==> src/rtl/window_disc_pkg.sv <==
// Shared definitions for the multi-window amplitude/time discriminator.
//   - FSM state encodings (2-bit, also the value driven on fsm_state)
//   - default widths for the data path and the sample-offset counter
//   - field_lsb(): bit offset of field idx in a flattened {..., f1, f0} bus
package window_disc_pkg;

  localparam int DATA_W_DEF  = 16;
  localparam int NUM_WIN_DEF = 4;
  localparam int CNT_W_DEF   = 10;

  localparam logic [1:0] S_IDLE    = 2'd0;
  localparam logic [1:0] S_ARMED   = 2'd1;
  localparam logic [1:0] S_REFRACT = 2'd2;

  function automatic int unsigned field_lsb(input int unsigned idx, input int unsigned width);
    return idx * width;
  endfunction

endpackage

==> src/rtl/window_discriminator_multi_win_check.sv <==
// win_check: one amplitude/time window, purely combinational.
//   en        in   window enable
//   offset    in   sample offset since the arming crossing
//   start     in   first offset covered, inclusive
//   stop      in   last offset covered, inclusive
//   sample    in   signed amplitude
//   lo / hi   in   signed amplitude bounds, inclusive
//   in_range  out  enabled and offset inside [start, stop]
//   hit       out  in_range and amplitude inside [lo, hi]
// A window with start > stop never reports in_range, so it can never hit.
module win_check #(
  parameter int DATA_W = 16,
  parameter int CNT_W  = 10
) (
  input  logic                     en,
  input  logic [CNT_W-1:0]         offset,
  input  logic [CNT_W-1:0]         start,
  input  logic [CNT_W-1:0]         stop,
  input  logic signed [DATA_W-1:0] sample,
  input  logic signed [DATA_W-1:0] lo,
  input  logic signed [DATA_W-1:0] hi,
  output logic                     in_range,
  output logic                     hit
);

  assign in_range = en && (offset >= start) && (offset <= stop);
  assign hit      = in_range && (sample >= lo) && (sample <= hi);

endmodule

==> src/rtl/window_discriminator_multi.sv <==
// window_discriminator_multi: threshold-armed multi-window event discriminator.
// Follows a stream of signed samples, arms on a threshold crossing and then
// either accepts at once (threshold-only mode) or checks NUM_WIN amplitude/time
// windows up to offset stop_max before pulsing detect or reject.
//   dataclk       in   clock, rising edge
//   reset         in   synchronous, active-low
//   sample_valid  in   sample strobe; all state advances only on it
//   sample        in   signed amplitude
//   thrsh         in   signed arming threshold
//   thrsh_pol     in   1: upward crossing, 0: downward crossing
//   fsm_mode      in   0: threshold-only, 1: window mode
//   win_en/start/stop/lo/hi  in  flattened per-window configuration
//   stop_max      in   offset at which the decision is taken
//   refract       in   valid samples ignored after a decision
//   detect        out  one-cycle accept pulse
//   reject        out  one-cycle reject pulse
//   in_window     out  an enabled window covers the current offset (ARMED only)
//   hit_mask      out  sticky per-window hits of the current/last event
//   fsm_state     out  state encoding
//
// state     | meaning
// ----------+-------------------------------------------------------------
// S_IDLE    | waiting for a threshold crossing against the previous sample
// S_ARMED   | collecting window hits, cnt = offset of the next valid sample
// S_REFRACT | ignoring samples, cnt = samples still to be ignored
module window_discriminator_multi
  import window_disc_pkg::*;
#(
  parameter int DATA_W  = DATA_W_DEF,
  parameter int NUM_WIN = NUM_WIN_DEF,
  parameter int CNT_W   = CNT_W_DEF
) (
  input  logic                        dataclk,
  input  logic                        reset,
  input  logic                        sample_valid,
  input  logic signed [DATA_W-1:0]    sample,
  input  logic signed [DATA_W-1:0]    thrsh,
  input  logic                        thrsh_pol,
  input  logic                        fsm_mode,
  input  logic [NUM_WIN-1:0]          win_en,
  input  logic [NUM_WIN*CNT_W-1:0]    win_start,
  input  logic [NUM_WIN*CNT_W-1:0]    win_stop,
  input  logic [NUM_WIN*DATA_W-1:0]   win_lo,
  input  logic [NUM_WIN*DATA_W-1:0]   win_hi,
  input  logic [CNT_W-1:0]            stop_max,
  input  logic [CNT_W-1:0]            refract,
  output logic                        detect,
  output logic                        reject,
  output logic                        in_window,
  output logic [NUM_WIN-1:0]          hit_mask,
  output logic [1:0]                  fsm_state
);

  localparam logic [CNT_W-1:0] CNT_ONE = {{(CNT_W-1){1'b0}}, 1'b1};
  localparam logic [CNT_W-1:0] CNT_MAX = {CNT_W{1'b1}};

  logic [1:0]                 state;
  logic [CNT_W-1:0]           cnt;
  logic signed [DATA_W-1:0]   prev;
  logic                       prev_vld;

  logic [NUM_WIN-1:0]         en_l;
  logic [NUM_WIN*CNT_W-1:0]   start_l;
  logic [NUM_WIN*CNT_W-1:0]   stop_l;
  logic [NUM_WIN*DATA_W-1:0]  lo_l;
  logic [NUM_WIN*DATA_W-1:0]  hi_l;
  logic [CNT_W-1:0]           stop_max_l;
  logic [CNT_W-1:0]           refract_l;

  // The crossing sample is offset 0 and is evaluated in the same cycle the
  // config is latched, so in IDLE the windows see the live config instead of
  // the (not yet updated) latched copy.
  logic                       idle;
  logic [NUM_WIN-1:0]         en_sel;
  logic [NUM_WIN*CNT_W-1:0]   start_sel;
  logic [NUM_WIN*CNT_W-1:0]   stop_sel;
  logic [NUM_WIN*DATA_W-1:0]  lo_sel;
  logic [NUM_WIN*DATA_W-1:0]  hi_sel;
  logic [CNT_W-1:0]           stop_max_sel;
  logic [CNT_W-1:0]           refract_sel;
  logic [CNT_W-1:0]           offset;

  logic [NUM_WIN-1:0]         in_range_vec;
  logic [NUM_WIN-1:0]         hit_vec;
  logic [NUM_WIN-1:0]         hit_mask_next;
  logic                       crossing;
  logic                       at_stop;
  logic                       accept;

  assign idle         = (state == S_IDLE);
  assign en_sel       = idle ? win_en    : en_l;
  assign start_sel    = idle ? win_start : start_l;
  assign stop_sel     = idle ? win_stop  : stop_l;
  assign lo_sel       = idle ? win_lo    : lo_l;
  assign hi_sel       = idle ? win_hi    : hi_l;
  assign stop_max_sel = idle ? stop_max  : stop_max_l;
  assign refract_sel  = idle ? refract   : refract_l;
  assign offset       = idle ? '0        : cnt;

  assign crossing = prev_vld &&
                    (thrsh_pol ? ((prev < thrsh) && (sample >= thrsh))
                               : ((prev > thrsh) && (sample <= thrsh)));

  for (genvar k = 0; k < NUM_WIN; k++) begin : g_win
    localparam int unsigned C_LSB = field_lsb(k, CNT_W);
    localparam int unsigned D_LSB = field_lsb(k, DATA_W);

    win_check #(
      .DATA_W (DATA_W),
      .CNT_W  (CNT_W)
    ) u_win (
      .en       (en_sel[k]),
      .offset   (offset),
      .start    (start_sel[C_LSB +: CNT_W]),
      .stop     (stop_sel[C_LSB +: CNT_W]),
      .sample   (sample),
      .lo       (lo_sel[D_LSB +: DATA_W]),
      .hi       (hi_sel[D_LSB +: DATA_W]),
      .in_range (in_range_vec[k]),
      .hit      (hit_vec[k])
    );
  end

  // A new arming starts from an empty mask; while ARMED hits accumulate.
  assign hit_mask_next = idle ? hit_vec : (hit_mask | hit_vec);
  assign at_stop       = (offset == stop_max_sel);
  assign accept        = ((hit_mask_next & en_sel) == en_sel);

  assign in_window = (state == S_ARMED) && (|in_range_vec);
  assign fsm_state = state;

  always_ff @(posedge dataclk) begin
    if (!reset) begin
      state      <= S_IDLE;
      cnt        <= '0;
      prev       <= '0;
      prev_vld   <= 1'b0;
      detect     <= 1'b0;
      reject     <= 1'b0;
      hit_mask   <= '0;
      en_l       <= '0;
      start_l    <= '0;
      stop_l     <= '0;
      lo_l       <= '0;
      hi_l       <= '0;
      stop_max_l <= '0;
      refract_l  <= '0;
    end else begin
      detect <= 1'b0;
      reject <= 1'b0;
      if (sample_valid) begin
        prev     <= sample;
        prev_vld <= 1'b1;
        case (state)
          S_IDLE: begin
            if (crossing) begin
              en_l       <= win_en;
              start_l    <= win_start;
              stop_l     <= win_stop;
              lo_l       <= win_lo;
              hi_l       <= win_hi;
              stop_max_l <= stop_max;
              refract_l  <= refract;
              if (!fsm_mode) begin
                hit_mask <= '0;
                detect   <= 1'b1;
                state    <= S_REFRACT;
                cnt      <= refract_sel;
              end else begin
                hit_mask <= hit_mask_next;
                if (at_stop) begin
                  detect <= accept;
                  reject <= !accept;
                  state  <= S_REFRACT;
                  cnt    <= refract_sel;
                end else begin
                  state <= S_ARMED;
                  cnt   <= CNT_ONE;
                end
              end
            end
          end
          S_ARMED: begin
            hit_mask <= hit_mask_next;
            if (at_stop) begin
              detect <= accept;
              reject <= !accept;
              state  <= S_REFRACT;
              cnt    <= refract_sel;
            end else if (cnt != CNT_MAX) begin
              cnt <= cnt + CNT_ONE;
            end
          end
          S_REFRACT: begin
            // cnt holds samples still to ignore; refract of 0 or 1 both
            // consume exactly one sample.
            if (cnt <= CNT_ONE) begin
              state <= S_IDLE;
              cnt   <= '0;
            end else begin
              cnt <= cnt - CNT_ONE;
            end
          end
          default: begin
            state <= S_IDLE;
            cnt   <= '0;
          end
        endcase
      end
    end
  end

endmodule

==> config.mk <==
export PLATFORM = sky130hd
export DESIGN_NAME = window_discriminator_multi
export DESIGN_NICKNAME = d
export VERILOG_FILES = /design/src/rtl/window_disc_pkg.sv /design/src/rtl/window_discriminator_multi_win_check.sv /design/src/rtl/window_discriminator_multi.sv
export SDC_FILE = /design/constraint.sdc
export NUM_CORES = 1
export LEC_CHECK = 0
export CORE_ASPECT_RATIO = 0.8
export CORE_MARGIN = 2
export CORE_UTILIZATION = 25
export DETAILED_ROUTE_END_ITERATION = 8
export GPL_ROUTABILITY_DRIVEN = 1
export SLEW_MARGIN = 20
export SYNTH_ARGS = -nofsm -noshare
export SYNTH_HDL_FRONTEND = slang
export SYNTH_SLANG_ARGS = --single-unit
==> constraint.sdc <==
create_clock -name dataclk -period 10.3 [get_ports dataclk]
set_input_delay 1.03 -clock dataclk [delete_from_list [all_inputs] [get_ports dataclk]]
set_output_delay 1.03 -clock dataclk [all_outputs]
set_load 0.01 [all_outputs]
# Word-level counts from Yosys, hierarchy flattened
# Cells that the tools add are included.
# Widths: inputs -> output; s select.
[op_classes]
eq_ne = 9
n_reduce_logical = 29
n_mul = 0
n_mux = 34
bitwise = 2
shifts = 0
div_mod_pow = 0
n_lt_le_gt_ge = 21
addsub = 2
[op_table]
columns = ["cell", "n"]
rows = [
  ["$mux 64", 2],
  ["$mux 10", 9],
  ["$ge 16x16->1", 5],
  ["$le 16x16->1", 5],
  ["$mux 40", 2],
  ["$ge 10x10->1", 4],
  ["$le 10x10->1", 4],
  ["$pmux 10 s3", 1],
  ["$logic_and 1x1->1", 20],
  ["$gt 16x16->1", 1],
  ["$lt 16x16->1", 1],
  ["$mux 4", 4],
  ["$add 10x1->10 const B", 1],
  ["$eq 10x10->1", 1],
  ["$le 10x1->1 const B", 1],
  ["$mux 2", 5],
  ["$ne 10x10->1 const B", 1],
  ["$sub 10x1->10 const B", 1],
  ["$reduce_and 3->1", 3],
  ["$pmux 4 s2", 1],
  ["$mux 1", 7],
  ["$pmux 2 s3", 1],
  ["$and 4x4->4", 1],
  ["$eq 4x4->1", 1],
  ["13 further kinds", 15],
]
[word_totals]
out_inout_bits = 9
latchBits = 0
mem_bits_ro = 0
in_bits = 269
n_memories = 0
register_bits = 267
mem_bits_rw = 0
elab_cells = 111

# Depth between registers and ports, before layout
[logic_depth]
depth_word = 16
depth_mapped = 17
depth_no_buf = 13

# Cells and area by module
# From an unflattened synthesis, not the netlist that was laid out.
[hier_totals]
cells_unflattened = 2835
area_unflattened_um2 = 20121.8
[by_module_without_submodules]
columns = ["module", "area_each_um2", "cells_per_inst", "instances", "seq_area_each_um2"]
rows = [
  ["window_discriminator_multi", 14756.7, 2103, 1, 5345.1],
  ["win_check", 1341.3, 183, 4, 0.0],
]

# Least setup slack after synthesis
# OpenSTA, ideal clock, no wires.
[synth_path]
kind = "reg-to-output"
startpoint = "register state[0], in the netlist fsm_state[0]"
endpoint = "output in_window"
required_time_ns = 9.270
stages_incl_launch_ff = 14
arrival_time_ns = 3.741
n_path_buf = 4
path_slack_ns = 5.529
path_cell_list = "dfxtp_1 -> clkbuf_1 -> nor2_4 -> clkbuf_1 -> clkbuf_1 -> buf_1 -> mux2i_1 -> ha_1 -> a21oi_1 -> o21ai_0 -> mux2_2 -> a2111oi_0 -> nor4b_1 -> nor2_1"
[synth_via]
elab_chain_len = 7
elab_cells_between_ends = 24
cone_classes = "order compare (8); eq/ne (1); mux (4); reduce/logical (11)"
[synth_rtl]
columns = ["element", "line", "rtl"]
rows = [
  ["start, declared", "window_discriminator_multi.sv:57", "logic [1:0] state;"],
  ["start signal, assigned", "window_discriminator_multi.sv:134", "state <= S_IDLE;"],
  ["start signal, assigned", "window_discriminator_multi.sv:167", "state <= S_REFRACT;"],
  ["start signal, assigned", "window_discriminator_multi.sv:174", "state <= S_REFRACT;"],
  ["$logic_not 2->1", "window_discriminator_multi.sv:90", "assign idle = (state == S_IDLE);"],
  ["$mux 10 / $mux 40 (equally long branches)", "window_discriminator_multi.sv:98, window_discriminator_multi.sv:92", ""],
  ["$ge 10x10->1", "window_discriminator_multi_win_check.sv:26", "assign in_range = en && (offset >= start) && (offset <= stop);"],
  ["$logic_and 1x1->1 (2 in series)", "window_discriminator_multi_win_check.sv:26", ""],
  ["$reduce_or 4->1", "window_discriminator_multi.sv:129", "assign in_window = (state == S_ARMED) && (|in_range_vec);"],
  ["$logic_and 1x1->1 (*)", "window_discriminator_multi.sv:129", ""],
  ["end, declared", "window_discriminator_multi.sv:49", "output logic in_window,"],
]
# Mark *: on every way between the ends. The rest lies on a longest branch, timed or not.

# Worst setup path after layout
[layout_path]
startpoint = "register state[1], in the netlist fsm_state[1]"
endpoint = "output in_window"
# Same word-level chain as after synthesis.

==> run metrics <==
Die X=about 310 um; total gr overflow=0; Final Worst Setup Slack=about 3.9 ns; hold path start=start_l[13]; cell with the most instances after synthesis=nand2_1; share of cells above drive strength 1=12.4%; H-Tree Depth=2; CP endpoint kind=output port; Crit path required time=9.27 ns; hold buffer count at cts=0; fill count=~8,100; status=finished clean; Num CTS Buffers=36; largest area contributor in the netlist=dfxtp_1; hold worst-path end=start_l[13]; largest net degree at the start of global routing=219; DRC=0; register area=5350 um^2; Crit Reg-Reg Startpoint=fsm_state[1]; met1 wire length=a little under 30 mm; Critical Path Fanout Max=47; synth top area cells=dfxtp_1, ha_1, mux2i_1; Final Cycle Share=62.1%; first-pass GRT wire length=93.8 mm; WL met2=between 20 and 30 mm; met3 WL=4.23 mm; Final Hold Vio Count=0; Post-CTS Setup Bufs=0; Via Count=around 17,000; Die H=253 um; Synth Flop Type=dfxtp_1; GP Congestion=0.824; worst vdd ir=roughly 0.084 mV; ys async rst share=0%; top cells by count, synth=nand2_1, dfxtp_1, ha_1; post-DP HPWL=44.9 mm; EDFF count, synth=0; flops & latches, synth=around 270; Leak Pwr=slightly above 10 nW; power density cells=between 100 and 150 nW/um^2; Synth Instances=2,240; clock sink count=267; Startpoint Class=flop; Resize count post-CTS=0; CP Class=reg2out; Total GRT Usage=15.3%; Initial DRT Pass Iterations=6; clk slew on worst S/H paths=~0.060 ns; WHS=0.446 ns; Post-DRT Antenna Nets=0; minimum clock period after layout=6.40 ns; worst-margin pin slew=about 1.2 ns; vias in the first global route=about 15,000; synth warn=0; RSZ-0062 raised after global routing=no; Syn Nets=approximately 2,800; Reg2Reg Depth=13; Max Freq=roughly 160 MHz; Total Wirelength=62.4 mm; post-synth top area share=between 20 and 30%; Root Driver=clkbuf_16; core region area=between 70,000 and 80,000 um^2; I/O pins=278; Detailed Route Iter0 Violations=between 1,000 and 1,500; synth-to-layout area growth=24.0%; Worst R2R End=detect; WL/cell=between 15 and 20 um; max_cap viols=0; multi-input logic area=13,000 um^2; hold path cells=2; initial core utilization=between 20% and 30%; CP arrival=5.37 ns; port bufs=277; syn avg cell area=8.63 um^2; register area share after synthesis=27.7%; R2R Setup Slk=4.84 ns; synth unique cells=75; uppermost layer routed=met5; clk_lat worst skew=between 0.5 and 0.6 ns; Worst Hold Class=reg2reg; Final TNS setup=0 ns; initial antenna violation count=9; Max Root-Sink Buffers=3; Worst slew margin=20.6%; final setup fails=0; TritonCTS clock tree=done; final net count=between 2,000 and 3,000; Place WS=approximately 4.6 ns; synthesized area=19,300 um^2; max-slew violation count=0; Vias/cell=4.83; Fin Clk Skew=0.0184 ns; Die ar.=79,600 um^2; Site Rows=91
==> area by class of cell <==
cell class,instances,share of cell area [%]
timing repair buffer,309,12.8
sequential,267,22.3
clock inverter,12,0.423
antenna,3,0.0313
tap,1023,5.34
multi-input combinational,1792,54.3
inverter,29,0.454
clock buffer,53,4.36
==> kinds of logic after synthesis <==
kind of cell             share of synthesized area (%)
adder cells (fa/ha/maj)                           15.7
AND/OR/NAND/NOR                                   22.2
flip-flops                                        27.7
multiplexers                                      11.7
buffers and inverters                             5.04
AO/OA/AOI/OAI                                     17.2
XOR/XNOR                                         0.537
==> worst max-delay path: stages, from the launching register on <==
cell and delay, ns:
dfxtp_1 0.45, nor2_4 0.20, buf_4 0.49, buf_4 0.71, mux2i_1 0.27, ha_1 0.28
a21oi_1 0.14, o21ai_0 0.13, mux2_2 0.30, a2111oi_1 0.55, buf_4 0.23, nor4b_1 0.07
nor2_1 0.31, clkdlybuf4s50_1 0.62
==> layer usage <==
layer | track usage [%] | vias to the layer above
met5 | 0 | -
met3 | 3.87 | 89
met1 | 21.1 | 7816
met2 | 23.5 | 369
li1 | - | 8569
met4 | 3.90 | 14
==> registers in the layout, summed over array words and instances, names as in the netlist <==
register    flops
prev           16
start_l        40
reject          1
en_l            4
stop_max_l     10
stop_l         40
prev_vld        1
cnt            10
fsm_state       2
hi_l           64
hit_mask        4
refract_l      10
lo_l           64
detect          1
==> through the flow <==
step           total power, mW  util (%)  area, um^2  cells
4_1_cts                   2.96      31.2       24000   3485
3_3_place_gp              1.69      29.7       22800   3420
5_1_grt                   3.06      31.2       24000   3486
2_1_floorplan             1.45         -       19300   2240
6_report                  2.91      31.2       24000   3488
3_5_place_dp              1.69      29.7       22800   3420
==> how the worst max path moves through the flow <==
stage	slack, ns	from	endpoint	depth (start not counted)
6_report	3.90	fsm_state[1]	in_window	13
5_1_grt	3.53	fsm_state[1]	in_window	13
4_1_cts	3.89	fsm_state[1]	in_window	13
3_5_place_dp	4.56	fsm_state[1]	in_window	13
3_3_place_gp	4.51	fsm_state[1]	in_window	13
2_1_floorplan	5.53	fsm_state[0]	in_window	13
==> placed cells by master (no fill, tap or decap), drive strengths merged, types with 4 or more instances in the layout <==
master,Yosys,layout
a21o,21,21
a2111oi,7,7
o311a,4,4
o21ai,278,278
clkdlybuf4s50,0,276
and2,12,12
nand2b,13,13
clkinv,0,7
o221ai,4,4
nor3,12,12
and3,4,4
nand4,42,42
a211oi,13,13
nor2b,31,31
or2,4,4
xnor2,11,11
clkbuf,72,53
a21oi,94,94
o22ai,5,5
mux2i,224,224
ha,243,243
o21bai,5,5
nand3,257,257
inv,29,31
and4,10,10
nor2,38,38
buf,80,33
a221oi,7,7
a21boi,7,7
o21a,12,12
nor4,7,7
nand2,359,359
o211ai,14,14
dfxtp,267,267
==> report_power, final <==
group	internal [mW]	switching, mW
registers	1.06	0.0197
logic	0.264	0.323
clock network	0.732	0.513
total	2.06	0.855
Power figures use the tool's default switching activity.
==> RTL edit 1, RTL diff (config.mk and constraints unchanged) <==
Change the package constant `DATA_W_DEF` from 16 to 32.
--- a/src/rtl/window_disc_pkg.sv
+++ b/src/rtl/window_disc_pkg.sv
@@ -5,5 +5,5 @@
 package window_disc_pkg;
 
-  localparam int DATA_W_DEF  = 16;
+  localparam int DATA_W_DEF  = 32;
   localparam int NUM_WIN_DEF = 4;
   localparam int CNT_W_DEF   = 10;
Ports: changed (resized sample, thrsh, win_hi and win_lo); port bits go from 278 to 438. No check against the original RTL was run, so the function may have changed too.
==> RTL edit 1 against the unedited design <==
  * Area after synthesis up 54%
  * Sequential cell count up 144
  * Synthesized cell count up 51%
  * Wire length up 81%
  * Worst setup slack better by 170 ps
  * Register-to-register slack worse by 730 ps
  * Global-route usage up 2.8 points
  * Total power up 56%
  * Combinational power up 75%
  * Cell area up 55%
  * Critical endpoint unchanged
==> RTL edit 1: results (changes against the unedited design) <==
run status - complete, no violations (unchanged)
Pre-Repair DR Iteration Count - 5 (was 6)
static leakage - 15.96 nW (was 10.36 nW)
endpoint with the worst hold slack - hi_l[114]$_SDFFE_PN0P_ (was start_l[13]$_SDFFE_PN0P_)
total via count in the routed design - 26.04k (was 16.86k)
weighted congestion at the end of routability-driven global placement - 0.8261 (was 0.8242)
leading cell types by total area after synthesis - sky130_fd_sc_hd__dfxtp_1 28%, sky130_fd_sc_hd__ha_1 17%, sky130_fd_sc_hd__mux2i_1 12% (was sky130_fd_sc_hd__dfxtp_1 28%, sky130_fd_sc_hd__ha_1 16%, sky130_fd_sc_hd__mux2i_1 12%)
Crit path max-delay family - compound AO/OA/AOI/OAI gates (was buffers and inverters)
mean area per synthesized cell - 8.791 um^2 (was 8.630 um^2)
final routed wire length divided by cell count - 21.15 um (was 17.89 um)
routed length on met3 - 7583 um (was 4233 um)
number of I/O port buffers - 437 (was 277)
critical path fanouts, max - 114 (was 47)
global routing met3 resource utilization - 3.797% (was 3.873%)
Detail Placement HPWL - 81,100 um (was 44,950 um)
Sequential Power Share - 36.6% (was 37.2%)
global-route wire length before repair - 165,000 um (was 93,760 um)
Placed Instance Area - 0.03533 mm^2 (was 0.02282 mm^2)
library cells used by synthesis - 76 (was 75)
number of antenna violations at the first check in global routing - 27 (was 9)
start point of the worst hold path - hi_l[114]$_SDFFE_PN0P_ (was start_l[13]$_SDFFE_PN0P_)
routed length on met2 - 50,850 um (was 27,170 um)
Synth Net Count - 4,215 (was 2,752)
clock network power consumption - 1.86 mW (was 1.24 mW)
critical-path cell with the highest stage delay - sky130_fd_sc_hd__clkdlybuf4s50_1 (was sky130_fd_sc_hd__buf_4)
destination of the worst register-to-register timing path - reject$_SDFF_PN0_ (was detect$_SDFF_PN0_)
proportion of layout cells with a drive suffix above 1 - 20.16% (was 12.39%)
Worst-Skew Late Latency - 640 ps (was 550 ps)
DR iter-0 viols - 1,659 (was 1,117)
via count of the first global-routing pass - 25.24k (was 15.47k)
number of buffers added by the clock tree synthesis step - 51 (was 36)
sequential fraction of the synthesis area - 27.67% (was 27.65%)
Tightest Pin Transition - 1102 ps (was 1192 ps)
met2 demand-to-capacity share in global routing - 28.82% (was 23.54%)
worst voltage drop across the vdd grid - 0.1110 mV (was 0.08363 mV)
Worst Skew - 32.71 ps (was 18.36 ps)
Post-synth top cells - 585 x sky130_fd_sc_hd__nand2_1, 411 x sky130_fd_sc_hd__dfxtp_1, 403 x sky130_fd_sc_hd__ha_1 (was 359 x sky130_fd_sc_hd__nand2_1, 267 x sky130_fd_sc_hd__dfxtp_1, 243 x sky130_fd_sc_hd__ha_1)
==> RTL edit 1: cell type report <==
class | instances | area share [%]
Inverter | 53 | 0.5572
Tap cell | 1552 | 5.241
Antenna cell | 8 | 0.05403
Clock buffer | 78 | 4.211
Sequential cell | 411 | 22.21
Clock inverter | 13 | 0.2904
Multi-Input combinational cell | 2734 | 54.11
Timing Repair Buffer | 500 | 13.33
==> RTL edit 1: cell families (layout without fill, tap and decap cells) <==
logic type               after synthesis  count (layout)  synth area share [%]
buffers and inverters                238             644                 4.969
adder cells (fa/ha/maj)              403             403                 16.95
flip-flops                           411             411                 27.67
AO/OA/AOI/OAI                        749             749                 18.15
multiplexers                         364             364                 12.27
XOR/XNOR                              14              14                0.4123
other                                  0               8                     0
AND/OR/NAND/NOR                     1204            1204                 19.58
==> RTL edit 1: how the worst max path moves through the flow <==
stage	from	endpoint	slack [ps]	depth (start not counted)
CTS	fsm_state[0]$_SDFFE_PN0P_	in_window	3910	12
finish	fsm_state[1]$_SDFFE_PN0P_	in_window	4070	11
detailed placement	sample[5]	lo_l[18]$_SDFFE_PN0P_	3740	14
global placement	sample[5]	lo_l[32]$_SDFFE_PN0P_	3840	14
floorplan	fsm_state[1]$_SDFFE_PN0P_	in_window	5500	14
global route	fsm_state[1]$_SDFFE_PN0P_	in_window	3680	11
==> RTL edit 1: stage by stage <==
step / utilization, % / hold WS, ps / power, mW
final: 31.31 / 451.3 / 4.557
after detailed placement: 29.86 / 445.6 / 2.727
after floorplan: - / 433.8 / 2.292
after global placement: 29.86 / 440.5 / 2.702
after CTS: 31.27 / 453.4 / 4.617
after global routing: 31.30 / 472.0 / 4.778
==> RTL edit 2, RTL diff (config.mk and constraints unchanged) <==
Without the edit above. Put one more register stage on the output `detect`, cleared by the reset. The value now appears one clock later. The other outputs are not delayed to match. Comments in the files are not updated.
--- a/src/rtl/window_discriminator_multi.sv
+++ b/src/rtl/window_discriminator_multi.sv
@@ -55,4 +55,6 @@
   localparam logic [CNT_W-1:0] CNT_MAX = {CNT_W{1'b1}};
 
+  logic detect_s0;
+
   logic [1:0]                 state;
   logic [CNT_W-1:0]           cnt;
@@ -136,5 +138,5 @@
       prev       <= '0;
       prev_vld   <= 1'b0;
-      detect     <= 1'b0;
+      detect_s0  <= 1'b0;
       reject     <= 1'b0;
       hit_mask   <= '0;
@@ -147,5 +149,5 @@
       refract_l  <= '0;
     end else begin
-      detect <= 1'b0;
+      detect_s0 <= 1'b0;
       reject <= 1'b0;
       if (sample_valid) begin
@@ -164,5 +166,5 @@
               if (!fsm_mode) begin
                 hit_mask <= '0;
-                detect   <= 1'b1;
+                detect_s0 <= 1'b1;
                 state    <= S_REFRACT;
                 cnt      <= refract_sel;
@@ -170,5 +172,5 @@
                 hit_mask <= hit_mask_next;
                 if (at_stop) begin
-                  detect <= accept;
+                  detect_s0 <= accept;
                   reject <= !accept;
                   state  <= S_REFRACT;
@@ -184,5 +186,5 @@
             hit_mask <= hit_mask_next;
             if (at_stop) begin
-              detect <= accept;
+              detect_s0 <= accept;
               reject <= !accept;
               state  <= S_REFRACT;
@@ -211,4 +213,12 @@
   end
 
+  always_ff @(posedge dataclk) begin
+    if (!reset) begin
+      detect <= '0;
+    end else begin
+      detect <= detect_s0;
+    end
+  end
+
 endmodule
 
Formal check against the unedited RTL: not equivalent (a bounded check fails within 4 cycles, from zero or initial values and one cycle with reset low).
==> RTL edit 2 against the unedited design <==
  * Area after synthesis decreased by 7.7%
  * Wire length is 1.4% higher
  * Cell area fell by 6.4%
  * Worst setup slack worse by 150 ps
  * Total power up 1.2%
  * First-iteration DRC count is 6.5% lower
  * Sequential cell count grew 1
  * Core utilization is 0.63 points higher
  * Non-clock buffer count decreased by 16
==> RTL edit 2: results (changes against the unedited design) <==
total via count in the routed design - 16.29k (was 16.86k)
run status - complete, no violations (unchanged)
fraction of the mapped netlist area in compound gates - 16.59% (was 17.17%)
area of the multi-input gates - 0.01168 mm^2 (was 0.01301 mm^2)
power dissipated in combinational cells - 0.582 mW (was 0.587 mW)
critical path fanouts, max - 115 (was 47)
static leakage - 9.940 nW (was 10.36 nW)
mux share of post-synthesis cell area - 12.27% (was 11.72%)
final WL - 63,280 um (was 62,400 um)
proportion of layout cells with a drive suffix above 1 - 3.655% (was 12.39%)
adder-cell area share of the yosys netlist - 17.05% (was 15.73%)
clock-cell share of area - 5.201% (was 4.786%)
Post-synth top cells - 586 x sky130_fd_sc_hd__nand2_1, 324 x sky130_fd_sc_hd__a21oi_1, 268 x sky130_fd_sc_hd__dfxtp_1 (was 359 x sky130_fd_sc_hd__nand2_1, 267 x sky130_fd_sc_hd__dfxtp_1, 243 x sky130_fd_sc_hd__ha_1)
Total Routing Usage GR - 16.81% (was 15.27%)
Crit path max-delay family - compound AO/OA/AOI/OAI gates (was buffers and inverters)
leading cell types by total area after synthesis - sky130_fd_sc_hd__dfxtp_1 30%, sky130_fd_sc_hd__ha_1 17%, sky130_fd_sc_hd__nand2_1 12% (was sky130_fd_sc_hd__dfxtp_1 28%, sky130_fd_sc_hd__ha_1 16%, sky130_fd_sc_hd__mux2i_1 12%)
Data buffer area share - 13.00% (was 12.80%)
number of buffers added by the clock tree synthesis step - 35 (was 36)
global routing met3 resource utilization - 5.290% (was 3.873%)
Detail Placement HPWL - 45,030 um (was 44,950 um)
Worst Skew - 24.66 ps (was 18.36 ps)
worst voltage drop across the vdd grid - 0.08508 mV (was 0.08363 mV)
Global Route met1 Usage - 23.70% (was 21.08%)
Tightest Pin Transition - 1067 ps (was 1192 ps)
pin count of the biggest net entering global routing - 170 (was 219)
routed length on met2 - 26,270 um (was 27,170 um)
post-synthesis share of cell area spent on xor and xnor gates - 0.7857% (was 0.5372%)
number of buffers outside the clock class in the layout - 293 (was 309)
comb_multi_in - 1,777 (was 1,792)
nonclk inv count - 35 (was 29)
Pre-Repair DR Iteration Count - 5 (was 6)
destination of the worst register-to-register timing path - detect_s0$_SDFF_PN0_ (was detect$_SDFF_PN0_)
routed length on met3 - 4777 um (was 4233 um)
start point of the worst hold path - hi_l[14]$_SDFFE_PN0P_ (was start_l[13]$_SDFFE_PN0P_)
Seq cells post-synth - 268 (was 267)
endpoint with the worst hold slack - hi_l[14]$_SDFFE_PN0P_ (was start_l[13]$_SDFFE_PN0P_)
sequential fraction of the synthesis area - 30.08% (was 27.65%)
global-route wire length before repair - 94,570 um (was 93,760 um)
DR iter-0 viols - 1,044 (was 1,117)
total area of sequential cells - 0.005365 mm^2 (was 0.005345 mm^2)
slowest stage delay, CP - 810 ps (was 710 ps)
met2 demand-to-capacity share in global routing - 24.66% (was 23.54%)
[RTL edit 2: cell types whose count changed in the layout (fill, tap and decap cells not counted), moves of 14 or more]
cell | before | now
sky130_fd_sc_hd__nand2_1 | 359 | 586
sky130_fd_sc_hd__nand3_2 | 100 | 0
sky130_fd_sc_hd__nor2b_1 | 31 | 13
sky130_fd_sc_hd__o21ai_2 | 101 | 0
sky130_fd_sc_hd__o21ai_0 | 119 | 41
sky130_fd_sc_hd__a21oi_1 | 94 | 324
sky130_fd_sc_hd__nor2_1 | 37 | 66
sky130_fd_sc_hd__buf_4 | 28 | 14
sky130_fd_sc_hd__nand3_1 | 157 | 23
sky130_fd_sc_hd__o21ai_1 | 58 | 0
[RTL edit 2: per-stage QoR]
stage               instances  cell area, um^2  hold WS [ps]  setup slack [ps]
global route             3369            22440         464.2              3375
floorplan                2207            17840         411.9              5488
detailed placement       3307            21270         445.6              4143
global placement         3307            21270         440.8              4202
finish                   3373            22450         451.6              3752
CTS                      3369            22440         453.3              3658
